$ cat config.mk
export PLATFORM = sky130hd
export DESIGN_NAME = demux_12_4_cond
export DESIGN_NICKNAME = d
export VERILOG_FILES = /design/src/rtl/demux_12_4_cond_pkg.sv /design/src/rtl/demux_sel_fsm.sv /design/src/rtl/demux_12_4_cond.sv
export SDC_FILE = /design/constraint.sdc
export NUM_CORES = 1
export LEC_CHECK = 0
export CORE_AREA = 2 2 39 41
export DETAILED_ROUTE_END_ITERATION = 10
export DIE_AREA = 0 0 41 43
export GPL_ROUTABILITY_DRIVEN = 0
export GPL_TIMING_DRIVEN = 1
export PLACE_DENSITY = 0.7
export SYNTH_ARGS = -nofsm -noshare
export SYNTH_HDL_FRONTEND = slang
export SYNTH_SLANG_ARGS = --single-unit
$ cat constraint.sdc
create_clock -name clk -period 1.2 [get_ports clk]
set_input_delay 0.24 -clock clk [delete_from_list [all_inputs] [get_ports clk]]
set_output_delay 0.24 -clock clk [all_outputs]
set_load 0.02 [all_outputs]
$ cat src/rtl/demux_12_4_cond_pkg.sv
// Shared selector encoding, default width and reset values
// for the 1:2 word demultiplexer.
package demux_12_4_cond_pkg;

  localparam int DEF_WIDTH = 4;

  typedef enum logic {
    SEL_A = 1'b0,
    SEL_B = 1'b1
  } sel_e;

  localparam logic RST_DATA_BIT = 1'b0;
  localparam logic RST_STROBE   = 1'b0;
  localparam logic RST_HAVE_A   = 1'b0;

endpackage

$ cat src/rtl/demux_sel_fsm.sv
// Alternating A/B selector with pair tracking.
// Ports: clk, Reset, Q_valid in; S, cap_a, cap_b, pair_valid out.
module demux_sel_fsm
  import demux_12_4_cond_pkg::*;
#(
  parameter bit FIRST_SEL = 1'b0
) (
  input  logic clk,
  input  logic Reset,
  input  logic Q_valid,
  output logic S,
  output logic cap_a,
  output logic cap_b,
  output logic pair_valid
);

  localparam sel_e RST_SEL = sel_e'(FIRST_SEL);

  sel_e state;
  sel_e state_nxt;
  logic have_a;
  logic have_a_nxt;
  logic pair_nxt;

  always_ff @(posedge clk or posedge Reset) begin
    if (Reset) begin
      state      <= RST_SEL;
      have_a     <= RST_HAVE_A;
      pair_valid <= RST_STROBE;
    end else begin
      state      <= state_nxt;
      have_a     <= have_a_nxt;
      pair_valid <= pair_nxt;
    end
  end

  // cap_a/cap_b are same-cycle load enables for
  // the data registers in the parent.
  always_comb begin
    state_nxt  = state;
    have_a_nxt = have_a;
    pair_nxt   = 1'b0;
    cap_a      = 1'b0;
    cap_b      = 1'b0;
    if (Q_valid) begin
      unique case (state)
        SEL_A: begin
          cap_a      = 1'b1;
          have_a_nxt = 1'b1;
          state_nxt  = SEL_B;
        end
        SEL_B: begin
          cap_b      = 1'b1;
          have_a_nxt = 1'b0;
          pair_nxt   = have_a;
          state_nxt  = SEL_A;
        end
      endcase
    end
  end

  assign S = state;

endmodule

$ cat src/rtl/demux_12_4_cond.sv
// 1:2 demux: valid words alternate to registered A and B.
// Ports: clk, Reset, Q, Q_valid in; A, B, A_valid, B_valid,
// pair_valid, S out. DEMUX_PARITY_EN adds Q_par in, par_err out.
module demux_12_4_cond
  import demux_12_4_cond_pkg::*;
#(
  parameter int WIDTH     = DEF_WIDTH,
  parameter bit FIRST_SEL = 1'b0
) (
  input  logic             clk,
  input  logic             Reset,
  input  logic [WIDTH-1:0] Q,
  input  logic             Q_valid,
`ifdef DEMUX_PARITY_EN
  input  logic             Q_par,
  output logic             par_err,
`endif
  output logic [WIDTH-1:0] A,
  output logic [WIDTH-1:0] B,
  output logic             A_valid,
  output logic             B_valid,
  output logic             pair_valid,
  output logic             S
);

  logic cap_a;
  logic cap_b;

  demux_sel_fsm #(
    .FIRST_SEL (FIRST_SEL)
  ) u_fsm (
    .clk        (clk),
    .Reset      (Reset),
    .Q_valid    (Q_valid),
    .S          (S),
    .cap_a      (cap_a),
    .cap_b      (cap_b),
    .pair_valid (pair_valid)
  );

  always_ff @(posedge clk or posedge Reset) begin
    if (Reset) begin
      A       <= {WIDTH{RST_DATA_BIT}};
      B       <= {WIDTH{RST_DATA_BIT}};
      A_valid <= RST_STROBE;
      B_valid <= RST_STROBE;
    end else begin
      A_valid <= cap_a;
      B_valid <= cap_b;
      if (cap_a) A <= Q;
      if (cap_b) B <= Q;
    end
  end

`ifdef DEMUX_PARITY_EN
  // Bad words are still routed; the flag only reports them.
  always_ff @(posedge clk or posedge Reset) begin
    if (Reset)
      par_err <= RST_STROBE;
    else if (Q_valid)
      par_err <= ^{Q, Q_par};
  end
`endif

endmodule

==> out/qor.csv, run 1 <==
stage,metric,value,unit
worst_setup_path,slowest_delay,370,ps
worst_setup_path,critPathArrivalTime,930,ps
worst_setup_path,worstPathCellList,dlygate4sd2_1,
floorplanning,start_util,0.307,
routing,post_drt_wl_per_cell,10.8,um
routing,viasPerCell,4.15,
clocking,cts_num_sinks,11,
worst_setup_path,path_class,reg2out,
global_routing,grt_first_pass_wirelength,1050,um
clocking,cts_max_level,1,
routing,drt_iter0_drc,0,
floorplanning,num_rows,14,
power_and_ir_drop,power,1710,uW
worst_setup_path,reg2reg_depth,3,
routing,dr.pass1.iters,1,
clocking,clockBufferDepth,2,
sta,slew_headroom,0.741,
floorplanning,coreArea,1380,sq um
placement,io_buffers,18,
clocking,clockRootBuffer,clkbuf_4,
layout,nNetsFinal,57,
logic_synthesis,synth_area,425,sq um
logic_synthesis,ys_warn_count,0,
global_routing,first_global_vias,258,
sta,finalSetupViolations,0,
power_and_ir_drop,power_density,2620,nW/um^2
worst_setup_path,r2r_start,u_fsm.have_a,
floorplanning,die_w,41,um
layout,drive_above_1_share,0.408,
worst_setup_path,cp_max_fo,2,
logic_synthesis,synth.yosys.seq_area_share,0.647,
worst_setup_path,reg2reg_slack,80,ps
layout,antenna_cells,0,
routing,ant_nets,0,
global_routing,grt_start_max_net_pins,12,
floorplanning,io_pins,19,
routing,routed_wl,702,um
worst_setup_path,path_buf_inv,1,
outcome,status,"finished, final reports clean",
sta,max_freq,852,MHz
logic_synthesis,synthCells,26,
sta,skew,1.82,ps
global_routing,overflow,0,
worst_setup_path,crit_path_end_kind,primary output,
global_routing,antenna_found_initial,0,
floorplanning,dieHeight,43,um
layout,area_growth_syn_to_layout,53.8,%
worst_hold_path,hold_path_class,in2async,
floorplanning,die_area,1760,sq um
clocking,insertion_delay,250,ps
sta,hold_ws,263,ps
logic_synthesis,avgSynthCellArea,16.4,sq um
worst_setup_path,cp_slowest_cell,dfrtp_1,
layout,stdcell_count,65,
global_routing,grtUsageTotal,0.0957,
power_and_ir_drop,ir_drop,1.13,mV
sta,worst_pin_slew,388,ps
power_and_ir_drop,power.leakage,0.000330,uW
placement,placedInstanceArea,629,sq um
clocking,cts_tree,done,
layout,final_common_cell,dfrtp_1,
routing,drc,0,
sta,fin_crit_sh,0.978,
clocking,path_clk_slew,60,ps
clocking,cts_buffers,3,
worst_setup_path,r2r_end,B[0],
clocking,cts_setup_buffers,0,
worst_setup_path,startpoint_type,flop,
placement,place_inst,61,
worst_setup_path,critPathRequiredTime,960,ps
worst_setup_path,crit_family,flip-flops,
sta,min_period,1170,ps
sta,rsz0062_at_grt,true,
sta,hold_violations,0,
logic_synthesis,synth_cell_types,9,
logic_synthesis,ys_seq_elements,11,
run,max-cap-violations,0,
routing,num_vias,270,
sta,slew_viol_final,0,
layout,finish.instance_area,654,sq um
logic_synthesis,synth_nets,33,
layout,mostFrequentLayoutCells,"dfrtp_1 (11), clkdlybuf4s15_1 (6), clkdlybuf4s50_1 (5)",
[cell type report]
cell class                 count  area [sq um]
fill                         133           729
sequential                    11           275
timing repair buffer          21           186
multi-input combinational     11           139
clock buffer                   4          26.3
tap                           16          20.0
inverter                       2          7.51
[flip-flops by register name, summed over array words and instances, names as in the netlist]
name	flops
B	4
A_valid	1
B_valid	1
u_fsm.have_a	1
A	4
[cell usage after synthesis]
cell	count	area [sq um]
nor2b_1	1	6.26
inv_1	2	7.51
xor2_1	1	8.76
buf_6	1	11.3
buf_4	1	7.51
dfrtp_1	11	275
nand2_1	1	3.75
mux2_4	4	60.1
mux2_2	4	45.0
[where the power goes]
part / total [uW] / switching [uW] / internal (uW)
sequential: 646 / 100 / 546
clock: 236 / 108 / 128
combinational: 831 / 411 / 420
[metal layers]
layer | GRT usage | wire length (um) | part of all wire | up-vias
met1 | 0.121 | 329 | 0.47 | 125
met5 | 0 | 0 | 0 | -
li1 | - | - | - | 128
met3 | 0.0471 | 76 | 0.11 | 2
met2 | 0.125 | 288 | 0.41 | 15
met4 | 0.0600 | 8 | 0.011 | 0
[per-stage QoR]
step / setup TNS (ps) / util / worst slack (ps)
after floorplan: 0 / - / 33.8
after detailed placement: -1620 / 0.455 / -248
after CTS: 0 / 0.469 / 1.27
after global placement: -1590 / 0.455 / -243
after global routing: -55.4 / 0.473 / -28.0
final: 0 / 0.473 / 26.6
[cells by family after synthesis]
| logic type | Yosys count | share of synthesized area |
|---|---|---|
| DFF | 11 | 0.647 |
| and+or+nand+nor | 2 | 0.0235 |
| muxes | 8 | 0.247 |
| xor gates and xnor gates | 1 | 0.0206 |
| buffers and inverters | 4 | 0.0618 |
[worst max path at each step]
stage	endpoint	start	slack [ps]	depth (start not counted)
2_1_floorplan	A[0]	u_fsm.have_a	30	3
3_3_place_gp	A[2]	Q_valid	-240	4
3_5_place_dp	A[3]	Q_valid	-250	4
4_1_cts	A[0]	A[0]	1	1
5_1_grt	B_valid	B_valid	-30	1
6_report	B_valid	B_valid	30	1
[repair_timing]
action	4_1_cts	5_1_grt
hold buffers	0	0
setup endpoints to repair	16	14
resized for setup	18	14
(Power assumes the default switching activity.)
==> run 2: changes to the inputs <==
Settings changed: CAP_MARGIN set to 0.
==> results of run 2 <==
No change in the layout: final DEF, timing and power equal those of run 1.
==> run 3: changes to the inputs <==
Settings changed: ABC_AREA set to 1, PLACE_DENSITY 0.7 to 0.71.
==> out/qor.csv, run 3 <==
stage,metric,value,unit,change
outcome,status,"finished, final reports clean",,
routing,highest_layer,met4,,
routing,viasPerCell,4.38,,+5.4%
sta,setup_slack,30.9,ps,+4.28 ps
floorplanning,num_rows,14,,unchanged
global_routing,first_global_vias,314,,+22%
layout,antenna_cells,0,,unchanged
worst_setup_path,path_buf_inv,1,,unchanged
floorplanning,die_area,1760,sq um,unchanged
layout,final_common_cell,nand2_1,,
power_and_ir_drop,ir_drop,0.886,mV,-21%
worst_setup_path,slowest_delay,380,ps,about the same
clocking,clockBufferDepth,2,,unchanged
routing,drc,0,,unchanged
global_routing,grtUsageTotal,0.109,,+0.0132
logic_synthesis,synth.top_cells.by_count,"nand2_1 (16), dfrtp_1 (11), nand3_1 (8), buf_4 (3)",,
worst_setup_path,cp_num_cells,1,,unchanged
power_and_ir_drop,pwr-share-clk,0.153,,+0.015
routing,dr_wl_met3,81,um,+6.6%
placement,placedInstanceArea,627,sq um,-0.40%
worst_setup_path,cp_slowest_cell,dfrtp_1,,
routing,wl_met1,322,um,-2.1%
logic_synthesis,synthCells,45,,+73%
logic_synthesis,ys_warn_count,0,,unchanged
worst_setup_path,r2r_start,u_fsm.have_a,,
routing,post_drt_wl_per_cell,9.46,um,-12%
layout,mostFrequentLayoutCells,"nand2_1 (16), dfrtp_1 (11), nand3_1 (8)",,
routing,dr.pass1.iters,3,,+2
power_and_ir_drop,switching_share,0.413,,+0.0515
layout,fillers,134,,+0.75%
floorplanning,coreArea,1380,sq um,unchanged
placement,dp_hpwl,614,um,
sta,slew_headroom,0.731,,-0.0101
global_routing,antenna_found_initial,0,,unchanged
clocking,path_clk_slew,70,ps,about the same
worst_setup_path,crit_path_end_kind,primary output,,
worst_setup_path,r2r_end,A[1],,
clocking,cts_num_sinks,11,,unchanged
floorplanning,dieHeight,43,um,unchanged
logic_synthesis,avgSynthCellArea,9.65,sq um,-41%
sta,worst_pin_slew,403,ps,+15.2 ps
logic_synthesis,ys_seq_elements,11,,unchanged
power_and_ir_drop,power.leakage,0.000340,uW,+2.9%
layout,area_growth_syn_to_layout,42.1,%,
clocking,cts_max_level,1,,unchanged
sta,fin_tns_setup,0,ps,unchanged
power_and_ir_drop,power.internal,935,uW,-14%
logic_synthesis,synth_nets,52,,+58%
sta,skew,3.49,ps,+1.67 ps
logic_synthesis,yosysMostFrequentCell,nand2_1,,
layout,reg_top3,"A x4, B x4",,
placement,io_buffers,18,,unchanged
logic_synthesis,synth.yosys.seq_area_share,0.634,,-0.0131
worst_setup_path,critPathArrivalTime,930,ps,about the same
clocking,cts_tree,done,,
floorplanning,die_w,41,um,unchanged
routing,ant_nets,0,,unchanged
layout,finish.instance_area,617,sq um,-5.7%
logic_synthesis,async_flop_share,1.00,,unchanged
logic_synthesis,synth_top_area_cell,dfrtp_1,,
placement,pre_cts_ws,-4.06,ps,+244 ps
layout,drive_above_1_share,0.242,,-0.166
layout,nNetsFinal,74,,+30%
sta,hold_violations,0,,unchanged
clocking,insertion_delay,270,ps,+20 ps
power_and_ir_drop,power_density,2580,nW/um^2,-1.3%
routing,num_vias,359,,+33%
worst_setup_path,reg2reg_slack,250,ps,+170 ps
global_routing,grt_start_max_net_pins,12,,unchanged
routing,drt_iter0_drc,8,,+8
worst_setup_path,reg2reg_depth,5,,+2
sta,hold_ws,259,ps,-3.62 ps
worst_setup_path,startpoint_type,flop,,
global_routing,overflow,0,,unchanged
sta,min_period,1170,ps,-4.28 ps
sta,finalSetupViolations,0,,unchanged
sta,slew_viol_final,0,,unchanged
logic_synthesis,ys_top_cells_by_area,"dfrtp_1 (63%), nand2_1 (14%), nand3_1 (9.2%)",,
worst_setup_path,worstPathCellList,clkdlybuf4s15_1,,
routing,wl_met2,345,um,+20%
sta,rsz0062_at_grt,false,,
worst_setup_path,critPathRequiredTime,960,ps,about the same
sta,max_freq,855,MHz,+0.37%
worst_hold_path,hold_path_class,in2async,,
power_and_ir_drop,p_sw,658,uW,+6.3%
global_routing,grt_first_pass_wirelength,1230,um,+17%
logic_synthesis,synth_cell_types,8,,-1
worst_setup_path,path_class,reg2out,,
routing,routed_wl,776,um,+11%
power_and_ir_drop,combPwrFrac,0.459,,-0.026
logic_synthesis,synth.top_cell.area_share,0.634,,-0.0131
run,max-cap-violations,0,,unchanged
clocking,clockRootBuffer,clkbuf_4,,
logic_synthesis,ys.flop_type,dfrtp_1,,
worst_setup_path,crit_family,flip-flops,,
sta,fin_crit_sh,0.974,,-0.00357
power_and_ir_drop,p_seq_frac,0.388,,+0.011
clocking,cts_buffers,3,,unchanged
logic_synthesis,synth_area,434,sq um,+2.1%
worst_setup_path,cp_max_fo,2,,unchanged
floorplanning,start_util,0.314,,+0.00633
logic_synthesis,synth_edf_count,0,,unchanged
floorplanning,io_pins,19,,unchanged
run 3: cell count changes after synthesis:
cell / previous run / this run
inv_2: 0 / 2
mux2_4: 4 / 0
nand2_2: 0 / 2
nor2b_1: 1 / 0
nand2_1: 1 / 16
buf_4: 1 / 3
mux2_2: 4 / 0
nand3_1: 0 / 8
buf_6: 1 / 0
run 3: power by group through the flow:
| stage | registers (uW) | clock network (uW) | logic [uW] |
|---|---|---|---|
| 5_1_grt | 638 | 269 | 802 |
| 2_1_floorplan | 829 | 0 | 270 |
| 4_1_cts | 620 | 250 | 787 |
| 6_report | 619 | 244 | 731 |
| 3_3_place_gp | 621 | 0 | 872 |
| 3_5_place_dp | 628 | 0 | 880 |
run 3: logic make-up (layout without fill, tap and decap cells):
logic type | count (synthesis) | after routing | share of synthesized area
flops | 11 | 11 | 0.634
xor+xnor | 1 | 1 | 0.0202
buf+inv | 7 | 28 | 0.0865
simple gates | 26 | 26 | 0.259
run 3: what timing repair did:
item                       in CTS  in global routing
setup endpoints to repair      12                  7
hold buffers                    0                  0
buffers inserted                0                  0
resized for setup              21                  9
run 3: worst max path at each step:
stage | startpoint | to | slack [ps]
after floorplan | u_fsm.have_a | A[0] | 220
after global placement | Q_valid | u_fsm.have_a | 8
after detailed placement | Q_valid | u_fsm.have_a | -4
after CTS | u_fsm.have_a | S | 3
after global routing | B[0] | B[0] | 4
final | A[1] | A[1] | 30
run 3: final cells by class:
class / instances / area [sq um] / area share
flip-flops and latches: 11 / 275 / 0.446
repair buffers: 20 / 159 / 0.258
multi-input cells: 27 / 121 / 0.197
clock buffers: 4 / 26.3 / 0.0426
well taps: 16 / 20.0 / 0.0325
inverters: 4 / 15.0 / 0.0243
run 3: worst register-to-register path, delay by kind of cell (launching register included):
| kind | cells | cell delay (ps) |
|---|---|---|
| buffers and inverters | 2 | 260 |
| flip-flops | 1 | 390 |
| AND/OR/NAND/NOR | 3 | 210 |
run 3: per-stage QoR:
stage | utilization | cells | total power [uW]
6_report | 0.446 | 82 | 1590
5_1_grt | 0.446 | 82 | 1710
4_1_cts | 0.469 | 82 | 1660
3_5_place_dp | 0.453 | 78 | 1510
3_3_place_gp | 0.453 | 78 | 1490
2_1_floorplan | - | 45 | 1100
run 3: metal layers:
metal,global-route usage,vias up
met4,0.100,0
met1,0.141,161
met3,0.0366,4
met2,0.134,14
li1,-,180
met5,0,-
